===== src/rtl/mc_main_control_if.sv =====
// Control bus between the multi-cycle main control unit and the MIPS datapath.
// The datapath (master) supplies the opcode; the control unit (slave) drives
// every datapath enable/select plus debug state and status flags.
interface mc_main_control_if;
    logic [0:5] opcode;
    logic       pcwrite;
    logic       pcwritecond;
    logic       iord;
    logic       memread;
    logic       memwrite;
    logic       irwrite;
    logic       memtoreg;
    logic       regdst;
    logic       regwrite;
    logic       alusrca;
    logic [0:1] alusrcb;
    logic [0:1] pcsource;
    logic [0:1] aluop;
    logic [0:3] state;
    logic       retire;
    logic       illegal;

    modport master (
        output opcode,
        input  pcwrite, pcwritecond, iord, memread, memwrite, irwrite,
               memtoreg, regdst, regwrite, alusrca, alusrcb, pcsource,
               aluop, state, retire, illegal
    );

    modport slave (
        input  opcode,
        output pcwrite, pcwritecond, iord, memread, memwrite, irwrite,
               memtoreg, regdst, regwrite, alusrca, alusrcb, pcsource,
               aluop, state, retire, illegal
    );
endinterface


===== src/rtl/mc_main_control.sv =====
// Multi-cycle MIPS main control unit. A Moore FSM walks each instruction
// through fetch/decode/execute/memory/writeback; all datapath controls are
// decodes of the state register, forced low while reset is held.
module mc_main_control (
    input  logic                clk,
    input  logic                rst,
    mc_main_control_if.slave    bus
);

    typedef enum logic [3:0] {
        S_FETCH  = 4'd0,
        S_DECODE = 4'd1,
        S_MEMADR = 4'd2,
        S_MEMRD  = 4'd3,
        S_MEMWB  = 4'd4,
        S_MEMWR  = 4'd5,
        S_EXEC   = 4'd6,
        S_ALUWB  = 4'd7,
        S_BRANCH = 4'd8,
        S_JUMP   = 4'd9,
        S_ADDIEX = 4'd10,
        S_ADDIWB = 4'd11
    } stateT;

    localparam logic [5:0] OP_RTYPE = 6'b000000;
    localparam logic [5:0] OP_LW    = 6'b100011;
    localparam logic [5:0] OP_SW    = 6'b101011;
    localparam logic [5:0] OP_BEQ   = 6'b000100;
    localparam logic [5:0] OP_J     = 6'b000010;
    localparam logic [5:0] OP_ADDI  = 6'b001000;

    stateT state_q;
    stateT state_d;

    // State register: reset always lands in FETCH.
    always_ff @(posedge clk) begin
        if (rst) begin
            state_q <= S_FETCH;
        end else begin
            state_q <= state_d;
        end
    end

    // Next-state logic; the opcode is only consulted in DECODE and MEMADR,
    // and unused codes 12-15 fall back to FETCH.
    always_comb begin
        state_d = S_FETCH;
        case (state_q)
            S_FETCH:  state_d = S_DECODE;
            S_DECODE: begin
                case (bus.opcode)
                    OP_LW, OP_SW: state_d = S_MEMADR;
                    OP_RTYPE:     state_d = S_EXEC;
                    OP_BEQ:       state_d = S_BRANCH;
                    OP_J:         state_d = S_JUMP;
                    OP_ADDI:      state_d = S_ADDIEX;
                    default:      state_d = S_FETCH;
                endcase
            end
            S_MEMADR: begin
                if (bus.opcode == OP_LW) begin
                    state_d = S_MEMRD;
                end else if (bus.opcode == OP_SW) begin
                    state_d = S_MEMWR;
                end else begin
                    state_d = S_FETCH;
                end
            end
            S_MEMRD:  state_d = S_MEMWB;
            S_EXEC:   state_d = S_ALUWB;
            S_ADDIEX: state_d = S_ADDIWB;
            default:  state_d = S_FETCH;
        endcase
    end

    // Output decode of the current state; everything except the debug state
    // is held at zero during reset so no fetch or write can occur.
    always_comb begin
        bus.pcwrite     = 1'b0;
        bus.pcwritecond = 1'b0;
        bus.iord        = 1'b0;
        bus.memread     = 1'b0;
        bus.memwrite    = 1'b0;
        bus.irwrite     = 1'b0;
        bus.memtoreg    = 1'b0;
        bus.regdst      = 1'b0;
        bus.regwrite    = 1'b0;
        bus.alusrca     = 1'b0;
        bus.alusrcb     = 2'b00;
        bus.pcsource    = 2'b00;
        bus.aluop       = 2'b00;
        bus.retire      = 1'b0;
        bus.illegal     = 1'b0;
        if (!rst) begin
            case (state_q)
                S_FETCH: begin
                    bus.memread = 1'b1;
                    bus.irwrite = 1'b1;
                    bus.pcwrite = 1'b1;
                    bus.alusrcb = 2'b01;
                end
                S_DECODE: begin
                    bus.alusrcb = 2'b11;
                    case (bus.opcode)
                        OP_LW, OP_SW, OP_RTYPE, OP_BEQ, OP_J, OP_ADDI:
                            bus.illegal = 1'b0;
                        default:
                            bus.illegal = 1'b1;
                    endcase
                end
                S_MEMADR: begin
                    bus.alusrca = 1'b1;
                    bus.alusrcb = 2'b10;
                end
                S_MEMRD: begin
                    bus.memread = 1'b1;
                    bus.iord    = 1'b1;
                end
                S_MEMWB: begin
                    bus.regwrite = 1'b1;
                    bus.memtoreg = 1'b1;
                    bus.retire   = 1'b1;
                end
                S_MEMWR: begin
                    bus.memwrite = 1'b1;
                    bus.iord     = 1'b1;
                    bus.retire   = 1'b1;
                end
                S_EXEC: begin
                    bus.alusrca = 1'b1;
                    bus.aluop   = 2'b10;
                end
                S_ALUWB: begin
                    bus.regwrite = 1'b1;
                    bus.regdst   = 1'b1;
                    bus.retire   = 1'b1;
                end
                S_BRANCH: begin
                    bus.alusrca     = 1'b1;
                    bus.aluop       = 2'b01;
                    bus.pcwritecond = 1'b1;
                    bus.pcsource    = 2'b01;
                    bus.retire      = 1'b1;
                end
                S_JUMP: begin
                    bus.pcwrite  = 1'b1;
                    bus.pcsource = 2'b10;
                    bus.retire   = 1'b1;
                end
                S_ADDIEX: begin
                    bus.alusrca = 1'b1;
                    bus.alusrcb = 2'b10;
                end
                S_ADDIWB: begin
                    bus.regwrite = 1'b1;
                    bus.retire   = 1'b1;
                end
                default: begin
                    bus.retire = 1'b0;
                end
            endcase
        end
    end

    // Debug view of the current state code.
    assign bus.state = state_q;

endmodule


===== src/flat_wrapper.sv =====
// flat-port wrapper written by rule: the top's interface ports become plain ports
module mc_main_control_flat 
  (clk, rst, bus_opcode, bus_pcwrite, bus_pcwritecond, bus_iord, bus_memread, bus_memwrite, bus_irwrite, bus_memtoreg, bus_regdst, bus_regwrite, bus_alusrca, bus_alusrcb, bus_pcsource, bus_aluop, bus_state, bus_retire, bus_illegal);
  mc_main_control_if bus_i ();
  input  logic clk;
  input  logic rst;
  input wire logic [$bits(bus_i.opcode)-1:0] bus_opcode;
  output wire logic [$bits(bus_i.pcwrite)-1:0] bus_pcwrite;
  output wire logic [$bits(bus_i.pcwritecond)-1:0] bus_pcwritecond;
  output wire logic [$bits(bus_i.iord)-1:0] bus_iord;
  output wire logic [$bits(bus_i.memread)-1:0] bus_memread;
  output wire logic [$bits(bus_i.memwrite)-1:0] bus_memwrite;
  output wire logic [$bits(bus_i.irwrite)-1:0] bus_irwrite;
  output wire logic [$bits(bus_i.memtoreg)-1:0] bus_memtoreg;
  output wire logic [$bits(bus_i.regdst)-1:0] bus_regdst;
  output wire logic [$bits(bus_i.regwrite)-1:0] bus_regwrite;
  output wire logic [$bits(bus_i.alusrca)-1:0] bus_alusrca;
  output wire logic [$bits(bus_i.alusrcb)-1:0] bus_alusrcb;
  output wire logic [$bits(bus_i.pcsource)-1:0] bus_pcsource;
  output wire logic [$bits(bus_i.aluop)-1:0] bus_aluop;
  output wire logic [$bits(bus_i.state)-1:0] bus_state;
  output wire logic [$bits(bus_i.retire)-1:0] bus_retire;
  output wire logic [$bits(bus_i.illegal)-1:0] bus_illegal;
  assign bus_i.opcode = bus_opcode;
  assign bus_pcwrite = bus_i.pcwrite;
  assign bus_pcwritecond = bus_i.pcwritecond;
  assign bus_iord = bus_i.iord;
  assign bus_memread = bus_i.memread;
  assign bus_memwrite = bus_i.memwrite;
  assign bus_irwrite = bus_i.irwrite;
  assign bus_memtoreg = bus_i.memtoreg;
  assign bus_regdst = bus_i.regdst;
  assign bus_regwrite = bus_i.regwrite;
  assign bus_alusrca = bus_i.alusrca;
  assign bus_alusrcb = bus_i.alusrcb;
  assign bus_pcsource = bus_i.pcsource;
  assign bus_aluop = bus_i.aluop;
  assign bus_state = bus_i.state;
  assign bus_retire = bus_i.retire;
  assign bus_illegal = bus_i.illegal;
  mc_main_control u_core (.clk(clk), .rst(rst), .bus(bus_i));
endmodule

===== config.mk =====
export PLATFORM = sky130hd
export DESIGN_NAME = mc_main_control_flat
export DESIGN_NICKNAME = d
export VERILOG_FILES = /design/src/rtl/mc_main_control_if.sv /design/src/rtl/mc_main_control.sv /design/src/flat_wrapper.sv
export SDC_FILE = /design/constraint.sdc
export NUM_CORES = 1
export LEC_CHECK = 0
export CORE_MARGIN = 4
export CORE_UTILIZATION = 40
export DETAILED_ROUTE_END_ITERATION = 8
export PLACE_DENSITY = 0.93
export SYNTH_ARGS = -nofsm -noshare
export SYNTH_HDL_FRONTEND = slang
export SYNTH_SLANG_ARGS = --single-unit
export TNS_END_PERCENT = 30

===== constraint.sdc =====
create_clock -name clk -period 4.01 [get_ports clk]
set_input_delay 1.0025 -clock clk [delete_from_list [all_inputs] [get_ports clk]]
set_output_delay 1.0025 -clock clk [all_outputs]
set_load 0.02 [all_outputs]

==> results <==
## power breakdown
| group | switching, W | internal, W |
|---|---|---|
| Combinational | 0.0000243 | 0.0000265 |
| Clock | 0.0000149 | 0.0000334 |
| Sequential | 0.00000533 | 0.0000411 |
## kinds of logic (layout without fill, tap and decap cells)
group	count (synthesis)	after routing	share of synthesized area
buffers and inverters	11	35	0.1036
xor gates and xnor gates	6	6	0.09459
DFF	4	4	0.1441
AOI/OAI and AO/OA	16	16	0.2095
adders and majority gates	1	1	0.01802
and+or+nand+nor	44	44	0.4302
## metrics by stage
| step | cells | hold WS, ps | util | power (W) |
|---|---|---|---|---|
| global route | 121 | 866.1 | 0.6548 | 0.0001549 |
| finish | 121 | 802.7 | 0.6548 | 0.0001455 |
| floorplan | 82 | 795.9 | - | 0.00007318 |
| CTS | 121 | 800.7 | 0.6548 | 0.0001468 |
| global placement | 118 | 783.9 | 0.6375 | 0.00009675 |
| detailed placement | 118 | 795.0 | 0.6375 | 0.00009787 |
## path summary, 6_finish.rpt
kind	from	to	slack, ps	cells past startpoint
min	u_core.bus.state[0]	u_core.bus.state[0]	800	2
min reg2reg	u_core.bus.state[0]	u_core.bus.state[0]	800	2
max	bus_opcode[2]	bus_illegal	190	6
max reg2reg	u_core.bus.state[3]	u_core.bus.state[0]	2230	4
## layer usage
metal	vias to the layer above	global-route usage	wire, µm
met1	320	0.2162	687
met3	2	0.08765	181
met2	38	0.2938	723
li1	343	-	-
met5	-	0	0
met4	0	0.03509	3
## cell usage after synthesis, drive strengths merged
master / n
a2111oi: 1
nor4b: 1
xnor2: 2
nand3: 2
a21oi: 5
clkbuf: 6
nand2: 6
o22ai: 1
a211o: 1
o32a: 1
o21bai: 1
nor3b: 2
or3: 1
nor2: 13
dfxtp: 4
nor3: 7
a31oi: 2
nor4: 4
nand2b: 2
or4b: 1
xor2: 4
buf: 5
o21ai: 2
maj3: 1
and3: 1
nand3b: 3
nor2b: 1
o211ai: 1
o32ai: 1
## area by class of cell
class | instances | area [µm²] | share of cell area
Clock buffer | 3 | 22.52 | 0.02643
Multi-Input combinational cell | 67 | 417.9 | 0.4905
Sequential cell | 4 | 80.08 | 0.09398
Tap cell | 15 | 18.77 | 0.02203
Timing Repair Buffer | 32 | 312.8 | 0.3671
## tightest hold or removal path, cell delays in order, from the launching register on
cell and delay, ps:
dfxtp_1 490, nand3b_1 200, a21oi_2 60
==> metrics.md <==
| Metric | Value |
|---|---|
| Final Routed Wirelength | 1596 µm |
| Vias in the first global route | slightly below 700 |
| Outcome | completed |
| Max incr delay on CP | between 500 and 600 ps |
| Clock latency on the worst-skew pair | 230 ps |
| Hold Vio Cnt, Final | 0 |
| Period utilization | 0.9524 |
| Power per Cell Area | about 170 nW/µm² |
| Die Ht | 45.27 µm |
| # rows | 13 |
| Most frequent cells in the layout | 29 x clkdlybuf4s50_1, 13 x nor2_1, 7 x nor3_1, 6 x nand2_1 |
| Initial antenna violation count | 0 |
| Clock-pin slew on the worst setup and hold paths | 30 ps |
| Post-synthesis register bit count | 4 |
| Post-DP Area | 829.5 µm² |
| Crit Path Class | in2out |
| CTS tree | yes |
| Yosys top cell by area | dfxtp_1 |
| Syn avg cell area | 6.775 µm² |
| Setup tns final | 0 ps |
| Leakage | about 0.30 nW |
| Die width | 45.27 µm |
| F_max | 261.8 MHz |
| Fin worst setup slack | 190.9 ps |
| # resized after CTS | 0 |
| Share of layout cells above drive strength 1 | 0.09434 |
| Drt wl/cell | 13.19 µm |
| Ant. Diodes | 0 |
| Vias per cell | 5.810 |
| Filler instances | ~130 |
| Root Driver | clkbuf_4 |
| WP data arrival | 2820 ps |
| Worst-margin pin slew | approximately 640 ps |
| Commonest non-fill, non-tap cell in the layout | clkdlybuf4s50_1 |
| Class of the worst hold path | reg2reg |
| Core ar. | ~1300 µm² |
| Remaining Overflow, GRT | 0 |
| Synth top area share | 0.1441 |
| CP Launch Type | primary input |
| Iteration-0 DRC Markers | 21 |
| CP delay by family, top | buffers and inverters |
| Total CTS buffers | 3 |
| Max Cap Violations | 0 |
| Synthesis-to-layout area growth | 53.38% |
| Vias | around 700 |
| Place WS | 180.0 ps |
| Worst path cell trace | clkdlybuf4s50_1 > maj3_1 > o32a_1 > nor2_1 > nor3_1 > clkdlybuf4s50_1 |
| Final instance area | 852.1 µm² |
| RSZ-0062 raised after global routing | false |
| Final HPWL DP | 1166 µm |
| Slew Viols, Final | 0 |
| Worst clock skew | slightly below 2 ps |
| Register area share after synthesis | 0.1441 |
| Clock Path Buffers | 2 |
| Final min period | 3819 ps |
| Gate Count Post-Synth | 82 |
| Clk sink count | 4 |
| Max FFs per register | 4 |
| Synth area leaders | dfxtp_1 14%, nor2_1 8.8%, nor3_1 6.3% |
| Die area | slightly above 2000 µm² |
| Max transition margin | 0.5738 |
| Ys Warns | 0 |
| Mapped Area | 555.5 µm² |
| Critical path's most frequent cell | clkdlybuf4s50_1 |
| VDD IR max | 0.1208 mV |
| Post-detailed-route DRC marker count | 0 |
| Starting Density | 0.4269 |
| Buf/Inv on CP | 2 |
| Peak fanout along the critical path | 5 |
| Final setup vio count | 0 |
| All-layer global routing usage | 0.1810 |
| Post-DRT Antenna Nets | 0 |
| Routability cong. | 0.7136 |
| Initial DRT Pass Iterations | 4 |
| Nets@finish | ~120 |
| Post-CTS setup repair buffer count | 0 |
| Critical Path RT | roughly 3000 ps |
| Element type at the critical path end | output pin |
| Syn Nets | 90 |
| CP max-delay cell | clkdlybuf4s50_1 |
| Netlist cell types | 34 |
| CTS H-Tree Depth | 1 |
| Largest net degree at the start of global routing | 21 |
| Hold buffers post-CTS | 0 |
| IO Pins | 30 |
| Port Buffers | 29 |
| First-pass GRT wire length | 2815 µm |
(Power assumes the default switching activity.)
